### config.mk
export PLATFORM = sky130hd
export DESIGN_NAME = dram_rd_arbiter
export DESIGN_NICKNAME = d
export VERILOG_FILES = /design/src/rtl/dram_arb_pkg.sv /design/src/rtl/dram_tag_fifo.sv /design/src/rtl/dram_rd_arbiter.sv
export SDC_FILE = /design/constraint.sdc
export NUM_CORES = 1
export LEC_CHECK = 0
export BUFFER_PORTS_ARGS = -buffer_cell sky130_fd_sc_hd__clkbuf_2
export CORE_MARGIN = 5
export CORE_UTILIZATION = 35
export CTS_CLUSTER_DIAMETER = 100
export DETAILED_ROUTE_END_ITERATION = 6
export GPL_TIMING_DRIVEN = 0
export HOLD_SLACK_MARGIN = 0.15
export PLACE_DENSITY = 0.65
export SLEW_MARGIN = 20
export SYNTH_ARGS = -nofsm -noshare
export SYNTH_HDL_FRONTEND = slang
export SYNTH_SLANG_ARGS = --single-unit
### constraint.sdc
create_clock -name clk -period 3.9 [get_ports clk]
set_clock_uncertainty 0.15 [all_clocks]
set_input_delay 0.39 -clock clk [delete_from_list [all_inputs] [get_ports clk]]
set_output_delay 0.39 -clock clk [all_outputs]
set_load 0.02 [all_outputs]
### src/rtl/dram_arb_pkg.sv
// Shared defaults and tag type for the DRAM read arbiter.
// The tag identifies which requester an issued read belongs to.
package dram_arb_pkg;

    localparam int DEF_NUM_REQ         = 3;
    localparam int DEF_ADDR_WIDTH      = 18;
    localparam int DEF_DATA_WIDTH      = 32;
    localparam int DEF_MAX_OUTSTANDING = 4;

    // A single requester still needs a 1-bit tag to keep vectors legal.
    function automatic int tag_width(input int n);
        return (n > 1) ? $clog2(n) : 1;
    endfunction

    localparam int TAG_WIDTH = tag_width(DEF_NUM_REQ);

    typedef logic [TAG_WIDTH-1:0] tag_t;

endpackage

### src/rtl/dram_tag_fifo.sv
// In-order tag FIFO: remembers which requester owns each outstanding read.
// A push is accepted while full only when a pop happens in the same cycle.
module dram_tag_fifo #(
    parameter int DEPTH = 4,
    parameter int WIDTH = 2
) (
    input  logic                         clk,
    input  logic                         srst,
    input  logic                         push,
    input  logic                         pop,
    input  logic [WIDTH-1:0]             din,
    output logic [WIDTH-1:0]             dout,
    output logic                         full,
    output logic                         empty,
    output logic [$clog2(DEPTH+1)-1:0]   count
);

    localparam int PW = (DEPTH > 1) ? $clog2(DEPTH) : 1;
    localparam int CW = $clog2(DEPTH + 1);

    logic [WIDTH-1:0] mem [DEPTH];
    logic [PW-1:0]    wr_ptr;
    logic [PW-1:0]    rd_ptr;
    logic             do_push;
    logic             do_pop;

    function automatic logic [PW-1:0] ptr_next(input logic [PW-1:0] p);
        return (p == PW'(DEPTH - 1)) ? '0 : p + 1'b1;
    endfunction

    assign empty   = (count == '0);
    assign full    = (count == CW'(DEPTH));
    assign do_pop  = pop && !empty;
    assign do_push = push && (!full || do_pop);
    assign dout    = mem[rd_ptr];

    always_ff @(posedge clk) begin
        if (do_push) begin
            mem[wr_ptr] <= din;
        end
    end

    always_ff @(posedge clk) begin
        if (srst) begin
            wr_ptr <= '0;
            rd_ptr <= '0;
            count  <= '0;
        end else begin
            if (do_push) begin
                wr_ptr <= ptr_next(wr_ptr);
            end
            if (do_pop) begin
                rd_ptr <= ptr_next(rd_ptr);
            end
            case ({do_push, do_pop})
                2'b10:   count <= count + 1'b1;
                2'b01:   count <= count - 1'b1;
                default: count <= count;
            endcase
        end
    end

endmodule

### src/rtl/dram_rd_arbiter.sv
// Round-robin DRAM read arbiter with in-order return routing by tag.
// Optional per-requester grant counters are built when DRAM_ARB_PERF_EN is defined.
module dram_rd_arbiter
    import dram_arb_pkg::*;
#(
    parameter int NUM_REQ         = DEF_NUM_REQ,
    parameter int ADDR_WIDTH      = DEF_ADDR_WIDTH,
    parameter int DATA_WIDTH      = DEF_DATA_WIDTH,
    parameter int MAX_OUTSTANDING = DEF_MAX_OUTSTANDING
) (
    input  logic                          clk,
    input  logic                          srst,
    input  logic [NUM_REQ-1:0]            req,
    input  logic [NUM_REQ*ADDR_WIDTH-1:0] req_addr,
    output logic [NUM_REQ-1:0]            gnt,
    output logic [NUM_REQ-1:0]            rsp_valid,
    output logic [DATA_WIDTH-1:0]         rsp_data,
    output logic                          dram_en_rd,
    output logic [ADDR_WIDTH-1:0]         dram_addr_rd,
    input  logic                          dram_valid,
    input  logic [DATA_WIDTH-1:0]         dram_data_rd,
    output logic                          busy,
`ifdef DRAM_ARB_PERF_EN
    output logic [NUM_REQ*16-1:0]         grant_cnt,
`endif
    output logic                          rsp_err
);

    localparam int TW = tag_width(NUM_REQ);
    localparam int CW = $clog2(MAX_OUTSTANDING + 1);

    logic [TW-1:0] last_gnt;
    logic [TW-1:0] gnt_idx;
    logic [TW-1:0] cand;
    logic [TW-1:0] head_tag;
    logic          found;
    logic          fifo_full;
    logic          fifo_empty;
    logic [CW-1:0] fifo_count;
    logic          do_pop;
    logic          can_issue;

    // A return retires the head tag, which frees a slot for a grant in the same cycle.
    assign do_pop    = dram_valid && !fifo_empty && !srst;
    assign can_issue = !srst && (!fifo_full || do_pop);

    always_comb begin
        gnt     = '0;
        gnt_idx = '0;
        cand    = '0;
        found   = 1'b0;
        for (int k = 1; k <= NUM_REQ; k++) begin
            cand = TW'((int'(last_gnt) + k) % NUM_REQ);
            if (!found && req[cand]) begin
                found   = 1'b1;
                gnt_idx = cand;
            end
        end
        if (can_issue && found) begin
            gnt[gnt_idx] = 1'b1;
        end
    end

    assign dram_en_rd   = |gnt;
    assign dram_addr_rd = req_addr[int'(gnt_idx)*ADDR_WIDTH +: ADDR_WIDTH];
    assign busy         = !srst && (fifo_count != '0);

    dram_tag_fifo #(
        .DEPTH (MAX_OUTSTANDING),
        .WIDTH (TW)
    ) u_tag_fifo (
        .clk   (clk),
        .srst  (srst),
        .push  (dram_en_rd),
        .pop   (do_pop),
        .din   (gnt_idx),
        .dout  (head_tag),
        .full  (fifo_full),
        .empty (fifo_empty),
        .count (fifo_count)
    );

    always_ff @(posedge clk) begin
        if (srst) begin
            rsp_valid <= '0;
            rsp_data  <= '0;
            rsp_err   <= 1'b0;
            last_gnt  <= TW'(NUM_REQ - 1);
        end else begin
            rsp_valid <= '0;
            if (do_pop) begin
                rsp_valid[head_tag] <= 1'b1;
                rsp_data            <= dram_data_rd;
            end
            // A return with nothing outstanding has no owner; flag it until reset.
            if (dram_valid && fifo_empty) begin
                rsp_err <= 1'b1;
            end
            if (dram_en_rd) begin
                last_gnt <= gnt_idx;
            end
        end
    end

`ifdef DRAM_ARB_PERF_EN
    for (genvar i = 0; i < NUM_REQ; i++) begin : g_perf
        logic [15:0] cnt;
        always_ff @(posedge clk) begin
            if (srst) begin
                cnt <= '0;
            end else if (gnt[i] && (cnt != 16'hFFFF)) begin
                cnt <= cnt + 16'd1;
            end
        end
        assign grant_cnt[i*16 +: 16] = cnt;
    end
`endif

endmodule

### Word level (Yosys, flattened, before mapping)

Memory sizes are Yosys's and may differ from the RTL's. A register that Yosys moved wholly into a read port is not among the register bits.
Cells that the tools add are included.

| cells by class | value |
|---|---|
| shift operators | 1 |
| add/subtract/negate cells | 7 |
| eq/ne operators | 5 |
| reduce and logical (&&, ||, !) cells | 24 |
| multipliers | 1 |
| mux-type cells | 24 |
| $lt $le $gt $ge | 7 |
| bitwise logic cells | 1 |
| divide/modulo/power cells | 3 |

Operators by type and width:

| kind | number |
|---|---|
| $mod 32x3->32 const B | 3 |
| $shiftx 54x8->18 | 1 |
| $lt 2x3->1 const B | 5 |
| $mux 2 | 7 |
| $logic_and 1x1->1 | 12 |
| $mux 1 | 10 |
| $add 2x2->3 const B | 2 |
| $bmux 1 s2 | 3 |
| $eq 2x2->1 const B | 3 |
| $mul 2x4->6 const B | 1 |
| $pmux 3 s2 | 1 |
| $logic_not 1->1 | 5 |
| $add 2x1->2 const B | 2 |
| $demux 1 s2 | 2 |
| $ge 2x1->1 const B | 2 |
| $add 2x1->3 const B | 1 |
| $add 3x1->3 const B | 1 |
| $eq 3x3->1 const B | 1 |
| $logic_not 3->1 | 1 |
| $mux 3 | 1 |
| $reduce_bool 3->1 | 1 |
| $reduce_or 3->1 | 1 |
| $sub 3x1->3 const B | 1 |
| $eq 2x1->1 const B | 1 |
| other kinds (4) | 5 |

| storage, ports and cells | value |
|---|---|
| register bits after elaboration | 45 |
| output and inout bits | 59 |
| bits in writable memories | 8 |
| memories kept | 1 |
| word-level logic and storage cells | 81 |
| input port bits | 92 |

Memories:

| name | words | width | rd ports | clocked after Yosys merged registers in | write ports | line | RTL |
|---|---|---|---|---|---|---|---|
| u_tag_fifo.mem | 4 | 2 | 1 | 1 | 1 | dram_tag_fifo.sv:21 | `logic [WIDTH-1:0] mem [DEPTH];` |

### Longest topological paths before layout

Gate-level depths: netlist (run 1).

| depth | value |
|---|---|
| depth in word-level cells | 20 |
| gate-level depth with buffers | 12 |
| gate-level depth less buffers | 11 |

### Cells and area by module

A second synthesis (run 1) with hierarchy kept.

| second synthesis, totals | value |
|---|---|
| cells, all modules | 352 |
| area, all modules | 2927.8 um^2 |

Modules (own cells, without submodules):

| module | area an instance (um^2) | cells each | times used | seq. area each (um^2) |
|---|---|---|---|---|
| dram_rd_arbiter | 2124.5 | 289 | 1 | 760.7 |
| dram_tag_fifo | 803.3 | 63 | 1 | 420.4 |

### Least setup slack after synthesis (run 1)

OpenSTA, ideal clock, no wires.

| path | value |
|---|---|
| path kind | register -> register |
| from | register last_gnt[0] |
| to | register u_tag_fifo.count[2] |
| cell stages (with the launch flop) | 13 |
| period minus slack after synthesis | 2.985 ns |
| arrival | 2.765 ns |
| path buffers | 1 |
| slack | 0.915 ns |
| path through | dfxtp_1 -> inv_1 -> ha_1 -> clkbuf_1 -> nand3b_1 -> o21ai_1 -> o41ai_4 -> ha_1 -> inv_1 -> fa_1 -> xor2_1 -> or3_1 -> a21oi_1 |

| on the way | value |
|---|---|
| longest elaborated chain between the ends | 20 |

Ends and longest elaborated chain:

| element | line | RTL |
|---|---|---|
| start, declared | dram_rd_arbiter.sv:32 | `logic [TW-1:0] last_gnt;` |
| start signal, assigned | dram_rd_arbiter.sv:88 | `last_gnt <= TW'(NUM_REQ - 1);` |
| start signal, assigned | dram_rd_arbiter.sv:100 | `last_gnt <= gnt_idx;` |
| $add 2x1->3 | dram_rd_arbiter.sv:53 | `cand = TW'((int'(last_gnt) + k) % NUM_REQ);` |
| $mod 32x3->32 | dram_rd_arbiter.sv:53 |  |
| $bmux 1 s2 | dram_rd_arbiter.sv:54 | `if (!found && req[cand]) begin` |
| $mux 1 (implied by the code) | dram_rd_arbiter.sv:54 |  |
| $mux 1 | dram_rd_arbiter.sv:54 |  |
| $logic_not 1->1 | dram_rd_arbiter.sv:54 |  |
| $logic_and 1x1->1 | dram_rd_arbiter.sv:54 |  |
| $mux 1 | dram_rd_arbiter.sv:54 |  |
| (+4 left out) | n/a |  |
| $logic_and 1x1->1 (implied by the code) | dram_rd_arbiter.sv:60 | `gnt[gnt_idx] = 1'b1;` |
| $mux 1 (implied by the code) | dram_rd_arbiter.sv:60 |  |
| $demux 1 s2 | dram_rd_arbiter.sv:60 |  |
| $mux 3 * | dram_rd_arbiter.sv:59 | `if (can_issue && found) begin` |
| $reduce_or 3->1 * | dram_rd_arbiter.sv:64 | `assign dram_en_rd = \|gnt;` |
| $logic_and 1x1->1 * | dram_tag_fifo.sv:34 | `assign do_push = push && (!full \|\| do_pop);` |
| $eq 2x1->1 or $eq 2x2->1 (tied branches) | dram_tag_fifo.sv:55 | `case ({do_push, do_pop})` |
| $pmux 3 s2 or $reduce_bool 2->1 (tied branches) | n/a |  |
| end signal, assigned | dram_tag_fifo.sv:56 | `2'b10: count <= count + 1'b1;` |
| end signal, assigned | dram_tag_fifo.sv:57 | `2'b01: count <= count - 1'b1;` |
| end signal, assigned | dram_tag_fifo.sv:58 | `default: count <= count;` |
| end, declared | dram_tag_fifo.sv:15 | `output logic [$clog2(DEPTH+1)-1:0] count` |

Mark *: on every way between the ends. The rest lies on a longest branch, timed or not. The select of a mux whose other input is x is not followed.
A chain may end at the register's enable or synchronous reset.

### Final worst setup path (run 1)

Ends and elaborated chain as after synthesis.

==> results.json, run 1 <==
{
  "hold_path_class": "in -> reg",
  "cts_max_level": 2,
  "dr.first_iter.drc_count": 120,
  "final_cells": 605,
  "num_rows": 32,
  "tightest_slew_ps": 561,
  "root_buffer": "clkbuf_8",
  "path_class": "reg -> reg",
  "report.final.slew_viol_count": 0,
  "clkLatencyLatePin_ps": 310,
  "drive_gt1_share_pct": 34.6,
  "p_leak_uw": 0.00191,
  "syn_to_final_growth_pct": 46.3,
  "ant_nets": 0,
  "setup_viol": 0,
  "yosysSeqAreaShare_pct": 42.8,
  "yosys.area.top_type": "dfxtp_1",
  "dieArea_sq_um": 9770,
  "core_area_sq_um": 7690,
  "clkSinkCount": 55,
  "crit_required_ps": 3980,
  "die_h_um": 98.8,
  "slew_headroom_pct": 62.6,
  "outcome": "complete, no violations",
  "cts_made_buffers": 5,
  "syn_area_per_cell_sq_um": 8.77,
  "overflow": 0,
  "ys_ff_latch": 55,
  "antenna_found_initial": 0,
  "finalHoldViolCount": 0,
  "async_flop_share_pct": 0,
  "max_freq_mhz": 303,
  "dp_hpwl_um": 5900,
  "synth.cell_area_sq_um": 2760,
  "synth-simple-area-share_pct": 21.7,
  "start_util_pct": 35.9,
  "drc": 0,
  "vdd_drop_max_mv": 0.413,
  "worstSetupEndpointType": "flop",
  "final_nets": 605,
  "min_period_ps": 3300,
  "track_usage_pct": 15.1,
  "ctsResizeCount": 0,
  "grt_pass1_wl_um": 12500,
  "fillers": 753,
  "critPathMaxFanout": 9,
  "synth_nets": 418,
  "synthMuxAreaShare_pct": 9.42,
  "cp.arrival_ps": 3390,
  "grt_max_degree": 19,
  "rsz0062_at_grt": "no",
  "routed_via_density": 4.56,
  "port_buffers": 149,
  "start_kind": "flop",
  "cts_tree": "yes",
  "dp_cells": 566,
  "place.gp.congestion": 0.792,
  "wl_per_cell_um": 12.6,
  "dieWidth_um": 98.8,
  "antennaDiodeCount": 0,
  "yosys.area.top_type_share_pct": 34.1,
  "drv_cap": 0,
  "routed_wl_um": 7600,
  "synth_warnings": 0,
  "finalCritPeriodShare_pct": 84.7,
  "powerDensity_nw_per_um2": 694,
  "drt-pass1-iter-count": 4,
  "total_power_uw": 2800,
  "place_area_sq_um": 3630,
  "cts_max_path_buffers": 2,
  "synthMostInstantiatedCell": "dfxtp_1",
  "netlist_top_cells_count": "dfxtp_1, nand2_1, nand2b_1",
  "ys.flop_type": "dfxtp_1",
  "synth_xor_area_share_pct": 0.634,
  "multiInputGateArea_sq_um": 1450,
  "synthAdderAreaFrac_pct": 5.26,
  "dr_total_vias": 2760,
  "yosys-top-cells-area": "dfxtp_1, edfxtp_1, nand2b_1",
  "synth_edf_count": 8,
  "clkTransAtPathRegs_ps": 90,
  "postSynthCellCount": 315,
  "setup_tns_ps": 0,
  "design_area_sq_um": 4040,
  "regArea_sq_um": 1180,
  "synth_top_family_by_area": "simple AND/OR/NAND/NOR gates",
  "grt_pass1_vias": 2728,
  "synth_cell_type_count": 43,
  "ios": 151,
  "synth_compound_gate_area_share_pct": 15.3
}
[worst paths after layout]
kind | startpoint | end | slack (ps) | depth (start not counted)
hold / removal | dram_data_rd[16] | rsp_data[16] | 170 | 3
hold reg to reg | rsp_data[21] | rsp_data[21] | 330 | 2
setup / recovery | last_gnt[0] | u_tag_fifo.count[2] | 600 | 12
setup reg to reg | last_gnt[0] | u_tag_fifo.count[2] | 600 | 12
[cells in the final DEF (no fill, tap or decap), types with 16 or more instances in the layout]
| cell type | synthesis | final |
|---|---|---|
| dlygate4sd3_1 | 0 | 31 |
| mux2i_1 | 20 | 20 |
| dfxtp_1 | 47 | 47 |
| nor2_1 | 28 | 28 |
| nand2_1 | 38 | 38 |
| clkbuf_1 | 16 | 16 |
| o21ai_0 | 35 | 35 |
| a21oi_1 | 21 | 21 |
| nand2b_1 | 36 | 36 |
| clkbuf_2 | 0 | 149 |
[critical path, cell delays in order, from the launching register on]
cell,delay [ps]
dfxtp_1,390
inv_1,80
ha_1,280
clkbuf_1,260
inv_1,120
and2_4,170
o41ai_4,490
ha_1,270
inv_1,70
fa_1,370
xor2_1,160
or3_1,310
a21oi_1,140
[power breakdown]
group	switching [uW]	total (uW)	leakage (uW)	internal [uW]
sequential	79.9	813	0.000459	733
combinational	1030	1680	0.00141	647
clock	185	313	0.0000443	129
total	1300	2800	0.00191	1510
[cells by family after synthesis]
group,Yosys count
mux,23
xor+xnor,2
simple gates,120
buf+inv,33
flops,55
compound gates,71
fa+ha+maj,11
[what timing repair did]
action                                 4_1_cts  5_1_grt
setup buffers                                0        0
hold buffers                                31        0
endpoints found under the hold margin       31        0
[sequential cells by signal (all words and copies together), names as in the netlist, named ones only]
register           cells
u_tag_fifo.rd_ptr      2
last_gnt               2
u_tag_fifo.count       3
rsp_err                1
u_tag_fifo.wr_ptr      2
rsp_valid              3
u_tag_fifo.mem         8
rsp_data              32
[stage by stage]
step	worst slack, ps	hold WS (ps)	utilization, %
6_report	597	172	52.5
4_1_cts	573	167	52.5
2_1_floorplan	915	317	-
3_5_place_dp	588	316	47.3
3_3_place_gp	683	304	47.3
5_1_grt	364	193	52.5
[routing by layer]
layer  track usage (%)  share of wire, %  vias to the layer above
met2              27.4                51                       83
met5                 0                 0                        -
met3              3.18               6.0                        9
met4              3.68               1.2                        0
met1              18.1                42                     1232
li1                  -                 -                     1436
[area by class of cell]
cell class / instances / area share (%)
multi-input cells: 227 / 35.8
flip-flops and latches: 55 / 29.2
repair buffers: 180 / 26.1
well taps: 102 / 3.16
plain buffers: 20 / 2.14
clock buffers: 5 / 1.70
inverters: 13 / 1.21
clock inverters: 3 / 0.620
(Power assumes the default switching activity.)
==> inputs of run 2 (changes only) <==
ABC_AREA = 1   (was default)
clock period = 3 ns   (was 3.9 ns; I/O delays follow)
==> results.json, run 2 <==
{
  "outcome": "complete, no violations",
  "syn_to_final_growth_pct": 42.4,
  "pre_cts_ws_ps": -240,
  "yosysSeqAreaShare_pct": 36.9,
  "drv_cap": 0,
  "p_leak_uw": 0.00256,
  "clkTransAtPathRegs_ps": 90,
  "antennaDiodeCount": 0,
  "die_h_um": 106,
  "max_freq_mhz": 357,
  "r2r_start": "last_gnt[0]",
  "fillers": 842,
  "min_period_ps": 2800,
  "async_flop_share_pct": 0,
  "drt-pass1-iter-count": 4,
  "cts_max_path_buffers": 2,
  "num_rows": 34,
  "ant_nets": 0,
  "rsz0062_at_grt": "no",
  "dieArea_sq_um": 11200,
  "wl_per_cell_um": 11.8,
  "fin_hold_ws_ps": 197,
  "antenna_found_initial": 0,
  "place.gp.congestion": 0.820,
  "start_kind": "flop",
  "syn_area_per_cell_sq_um": 7.55,
  "report.final.slew_viol_count": 0,
  "finish.utilization_pct": 51.7,
  "yosys.area.top_type_share_pct": 29.4,
  "path_class": "reg -> reg",
  "largest_register_ffs": 32,
  "root_buffer": "clkbuf_8",
  "yosys-top-cells-area": "dfxtp_1, nand2_1, nand3_1",
  "top_register": "rsp_data",
  "drc": 0,
  "track_usage_pct": 14.9,
  "setup_viol": 0,
  "start_util_pct": 36.3,
  "ys.flop_type": "dfxtp_1",
  "design_area_sq_um": 4560,
  "ys_ff_latch": 55,
  "clkLatencyLatePin_ps": 310,
  "grt_pass1_wl_um": 14200,
  "postSynthCellCount": 424,
  "synth_nets": 527,
  "dp_hpwl_um": 6590,
  "place_area_sq_um": 4080,
  "core_area_sq_um": 8810,
  "synth.cell_area_sq_um": 3200,
  "yosys.area.top_type": "dfxtp_1",
  "synth_cell_type_count": 32,
  "final_cell_mix": "clkbuf_2, nand2_1, nand3_1, inv_1, dfxtp_1",
  "grt_max_degree": 18,
  "ios": 151,
  "dr_total_vias": 3290,
  "finalHoldViolCount": 0,
  "cts_max_level": 2,
  "crit_required_ps": 3050,
  "overflow": 0,
  "reg_top3": "rsp_data: 32 flops, u_tag_fifo.mem: 8 flops",
  "grt_pass1_vias": 3204,
  "setup.worst_path.start": "last_gnt[0]",
  "clkSinkCount": 55,
  "critPathMaxFanout": 10,
  "vdd_drop_max_mv": 0.623,
  "setup_ws_ps": 197,
  "slew_headroom_pct": 69.1,
  "routed_wl_um": 8520,
  "setup_tns_ps": 0,
  "critPathCapture": "u_tag_fifo.count[2]",
  "r2r-end": "u_tag_fifo.count[2]",
  "drive_gt1_share_pct": 37.9,
  "routed_via_density": 4.54,
  "port_buffers": 149,
  "final_nets": 719,
  "rr_worst_depth": 16,
  "worstSetupEndpointType": "flop",
  "tightest_slew_ps": 463,
  "regToRegSetupSlack_ps": 200,
  "synth_warnings": 0,
  "powerDensity_nw_per_um2": 889,
  "synthMostInstantiatedCell": "nand2_1",
  "cts_tree": "yes",
  "cts_made_buffers": 5,
  "layout_commonest_cell": "clkbuf_2",
  "cp.arrival_ps": 2850,
  "dieWidth_um": 106,
  "synth_edf_count": 8,
  "dr.first_iter.drc_count": 98,
  "finalCritPeriodShare_pct": 93.4,
  "netlist_top_cells_count": "nand2_1, nand3_1, inv_1",
  "hold_path_class": "in -> reg"
}
run 2: timing repair:
action	4_1_cts	5_1_grt
endpoints found under the hold margin	33	0
setup endpoints to repair	5	22
hold buffers	33	0
pin swaps	0	1
buffers inserted	0	3
gates resized for setup	4	4
run 2: worst max-delay path, stage by stage (launching register included):
cell     delay (ps)
dfxtp_2         360
inv_1            80
ha_4            300
inv_2            60
nand2_2          60
nand3_2          80
nand2_4         130
nand4_1         110
nand2_2         140
buf_6           170
ha_1            150
inv_1            60
fa_1            370
a21oi_1         140
o21ai_0         110
o21ai_0         150
a21oi_1          50
run 2: kinds of logic (layout without fill, tap and decap cells):
kind of cell | after synthesis | after routing | synth area share [%]
AOI/OAI and AO/OA | 23 | 23 | 4.30
adders and majority gates | 11 | 11 | 4.53
DFF | 55 | 55 | 36.9
and+or+nand+nor | 252 | 252 | 42.7
buffers and inverters | 83 | 276 | 11.5
run 2: area by class of cell:
class	count	area (sq um)	share of cell area, %
buffer	19	136	2.99
clock buffer	6	82.6	1.81
clock inverter	2	15.0	0.329
inverter	64	240	5.27
multi-input combinational	286	1670	36.5
sequential	55	1180	26.0
tap	108	135	2.97
timing repair buffer	185	1100	24.1
run 2: power by group:
| part | total [uW] | switching [uW] | internal [uW] |
|---|---|---|---|
| Combinational | 2620 | 1660 | 957 |
| Clock | 430 | 240 | 190 |
| Sequential | 1000 | 82.8 | 921 |
| Total | 4050 | 1980 | 2070 |
run 2: per-stage QoR:
stage,std cells,total power [uW]
detailed placement,681,3580
global route,725,4370
CTS,722,4070
floorplan,424,2900
finish,725,4050
global placement,681,3550
run 2: routing by layer:
layer,vias to the layer above,global-route usage [%],share of wire (%)
li1,1713,-,-
met1,1411,17.4,44
met2,157,26.5,44
met3,9,4.71,11
met4,0,3.79,1.2
met5,-,0,0
run 2: worst min path at each step:
stage                     startpoint                  end  slack [ps]  depth (start not counted)
global placement             rsp_err              rsp_err         290                          2
finish                          srst  u_tag_fifo.count[1]         200                          2
floorplan           dram_data_rd[10]         rsp_data[10]         260                          2
detailed placement           rsp_err              rsp_err         290                          2
CTS                             srst  u_tag_fifo.count[1]         190                          2
global route                    srst  u_tag_fifo.count[1]         220                          2
==> inputs of run 3 (changes only) <==
CORE_UTILIZATION = 42   (was 35)
CTS_CLUSTER_DIAMETER = default   (was 100)
PLACE_DENSITY = 0.76   (was 0.65)
==> results.json, run 3 (synthesized netlist as in run 2, its figures left out) <==
{
  "outcome": "complete, no violations",
  "total_power_uw": 4110,
  "min_period_ps": 2830,
  "syn_to_final_growth_pct": 42.7,
  "clkTransAtPathRegs_ps": 90,
  "setup.worst_path.start": "last_gnt[1]",
  "path_class": "reg -> out",
  "vdd_drop_max_mv": 0.703,
  "track_usage_pct": 18.2,
  "routed_wl_um": 8860,
  "drc": 0,
  "drv_cap": 0,
  "place.gp.congestion": 0.797,
  "final_cell_mix": "clkbuf_2, nand2_1, nand3_1, inv_1, dfxtp_1",
  "port_buffers": 149,
  "setup_tns_ps": 0,
  "clkSinkCount": 55,
  "powerDensity_nw_per_um2": 899,
  "cts_tree": "yes",
  "top_register": "rsp_data",
  "cts_max_path_buffers": 2,
  "dp_hpwl_um": 6580,
  "p_sw_share_pct": 49.2,
  "critPathMaxFanout": 10,
  "grt_pass1_vias": 3332,
  "hold_path_class": "in -> reg",
  "tightest_slew_ps": 427,
  "start_util_pct": 43.7,
  "cts_max_level": 2,
  "p_clk_share_pct": 9.9,
  "report.final.slew_viol_count": 0,
  "start_kind": "flop",
  "p_sw_uw": 2020,
  "dr_total_vias": 3396,
  "pwr-share-seq_pct": 24.5,
  "antenna_found_initial": 0,
  "wl_per_cell_um": 12.3,
  "design_area_sq_um": 4570,
  "clkLatencyLatePin_ps": 310,
  "num_rows": 31,
  "worstSetupEndpointType": "primary output",
  "p_int_uw": 2090,
  "finalCritPeriodShare_pct": 94.3,
  "core_area_sq_um": 7330,
  "overflow": 0,
  "max_freq_mhz": 354,
  "drt-pass1-iter-count": 4,
  "dr.first_iter.drc_count": 138,
  "final_nets": 721,
  "setup_viol": 0,
  "fin_hold_ws_ps": 225,
  "p_leak_uw": 0.00257,
  "die_h_um": 97.3,
  "drive_gt1_share_pct": 38.4,
  "layout_commonest_cell": "clkbuf_2",
  "finalHoldViolCount": 0,
  "ios": 151,
  "largest_register_ffs": 32,
  "min_from": "srst",
  "root_buffer": "clkbuf_8",
  "r2r_start": "last_gnt[0]",
  "grt_pass1_wl_um": 14900,
  "grt_max_degree": 19,
  "reg_top3": "rsp_data: 32 flops, u_tag_fifo.mem: 8 flops",
  "cts_made_buffers": 5,
  "crit_required_ps": 2550,
  "cp.arrival_ps": 2380,
  "antennaDiodeCount": 0,
  "dieWidth_um": 97.3,
  "place_area_sq_um": 4070,
  "dieArea_sq_um": 9470,
  "ant_nets": 0,
  "finish.utilization_pct": 62.3,
  "slew_headroom_pct": 71.5,
  "pwr-share-comb_pct": 65.5,
  "routed_via_density": 4.73
}
==> run 3: path summary, 6_finish.rpt <==
path / end / slack [ps] / cells past startpoint
hold reg to reg: rsp_err / 310 / 2
setup / recovery: gnt[0] / 170 / 13
setup reg to reg: u_tag_fifo.count[2] / 190 / 15
hold / removal: u_tag_fifo.count[1] / 230 / 2
==> run 3: routing by layer <==
| layer | global-route usage (%) | part of all wire [%] |
|---|---|---|
| met5 | 0 | 0 |
| met2 | 31.5 | 47 |
| met1 | 21.8 | 42 |
| met4 | 5.96 | 2.5 |
| met3 | 5.03 | 8.3 |
==> run 3: cell type report <==
class	count	area, sq um
fill	622	2760
timing repair buffer	187	1110
clock buffer	5	68.8
clock inverter	3	22.5
sequential	55	1180
multi-input combinational	286	1670
inverter	64	240
tap	99	124
buffer	19	143
==> run 3: repair_timing <==
| action | 4_1_cts | 5_1_grt |
|---|---|---|
| resized for setup | 4 | 10 |
| hold buffers | 33 | 0 |
| pin swaps | 1 | 1 |
| buffers inserted | 1 | 4 |
| endpoints found under the hold margin | 33 | 0 |
| setup endpoints to repair | 2 | 21 |
==> run 3: power by group through the flow <==
stage          sequential, uW  clock [uW]  combinational [uW]
6_report                 1010         408                2690
3_5_place_dp             1020           0                2560
3_3_place_gp             1010           0                2510
4_1_cts                  1000         412                2620
5_1_grt                  1020         453                2940
2_1_floorplan            1120           0                1780
==> run 3: per-stage QoR <==
| stage | instances | setup WS [ps] |
|---|---|---|
| CTS | 714 | 18.9 |
| global route | 718 | -0.938 |
| finish | 718 | 172 |
| floorplan | 424 | 124 |
| global placement | 672 | -138 |
| detailed placement | 672 | -279 |
==> run 3: worst max-delay path: stages (launching register included) <==
cell and delay [ps]:
dfxtp_1 410, inv_1 80, ha_1 220, inv_2 120, nand2_1 70, nand3_1 90, nand2_1 160, nand3_2 150
nand3_4 130, nand2_4 120, buf_12 170, nand2_1 60, nor2_1 90, buf_2 170
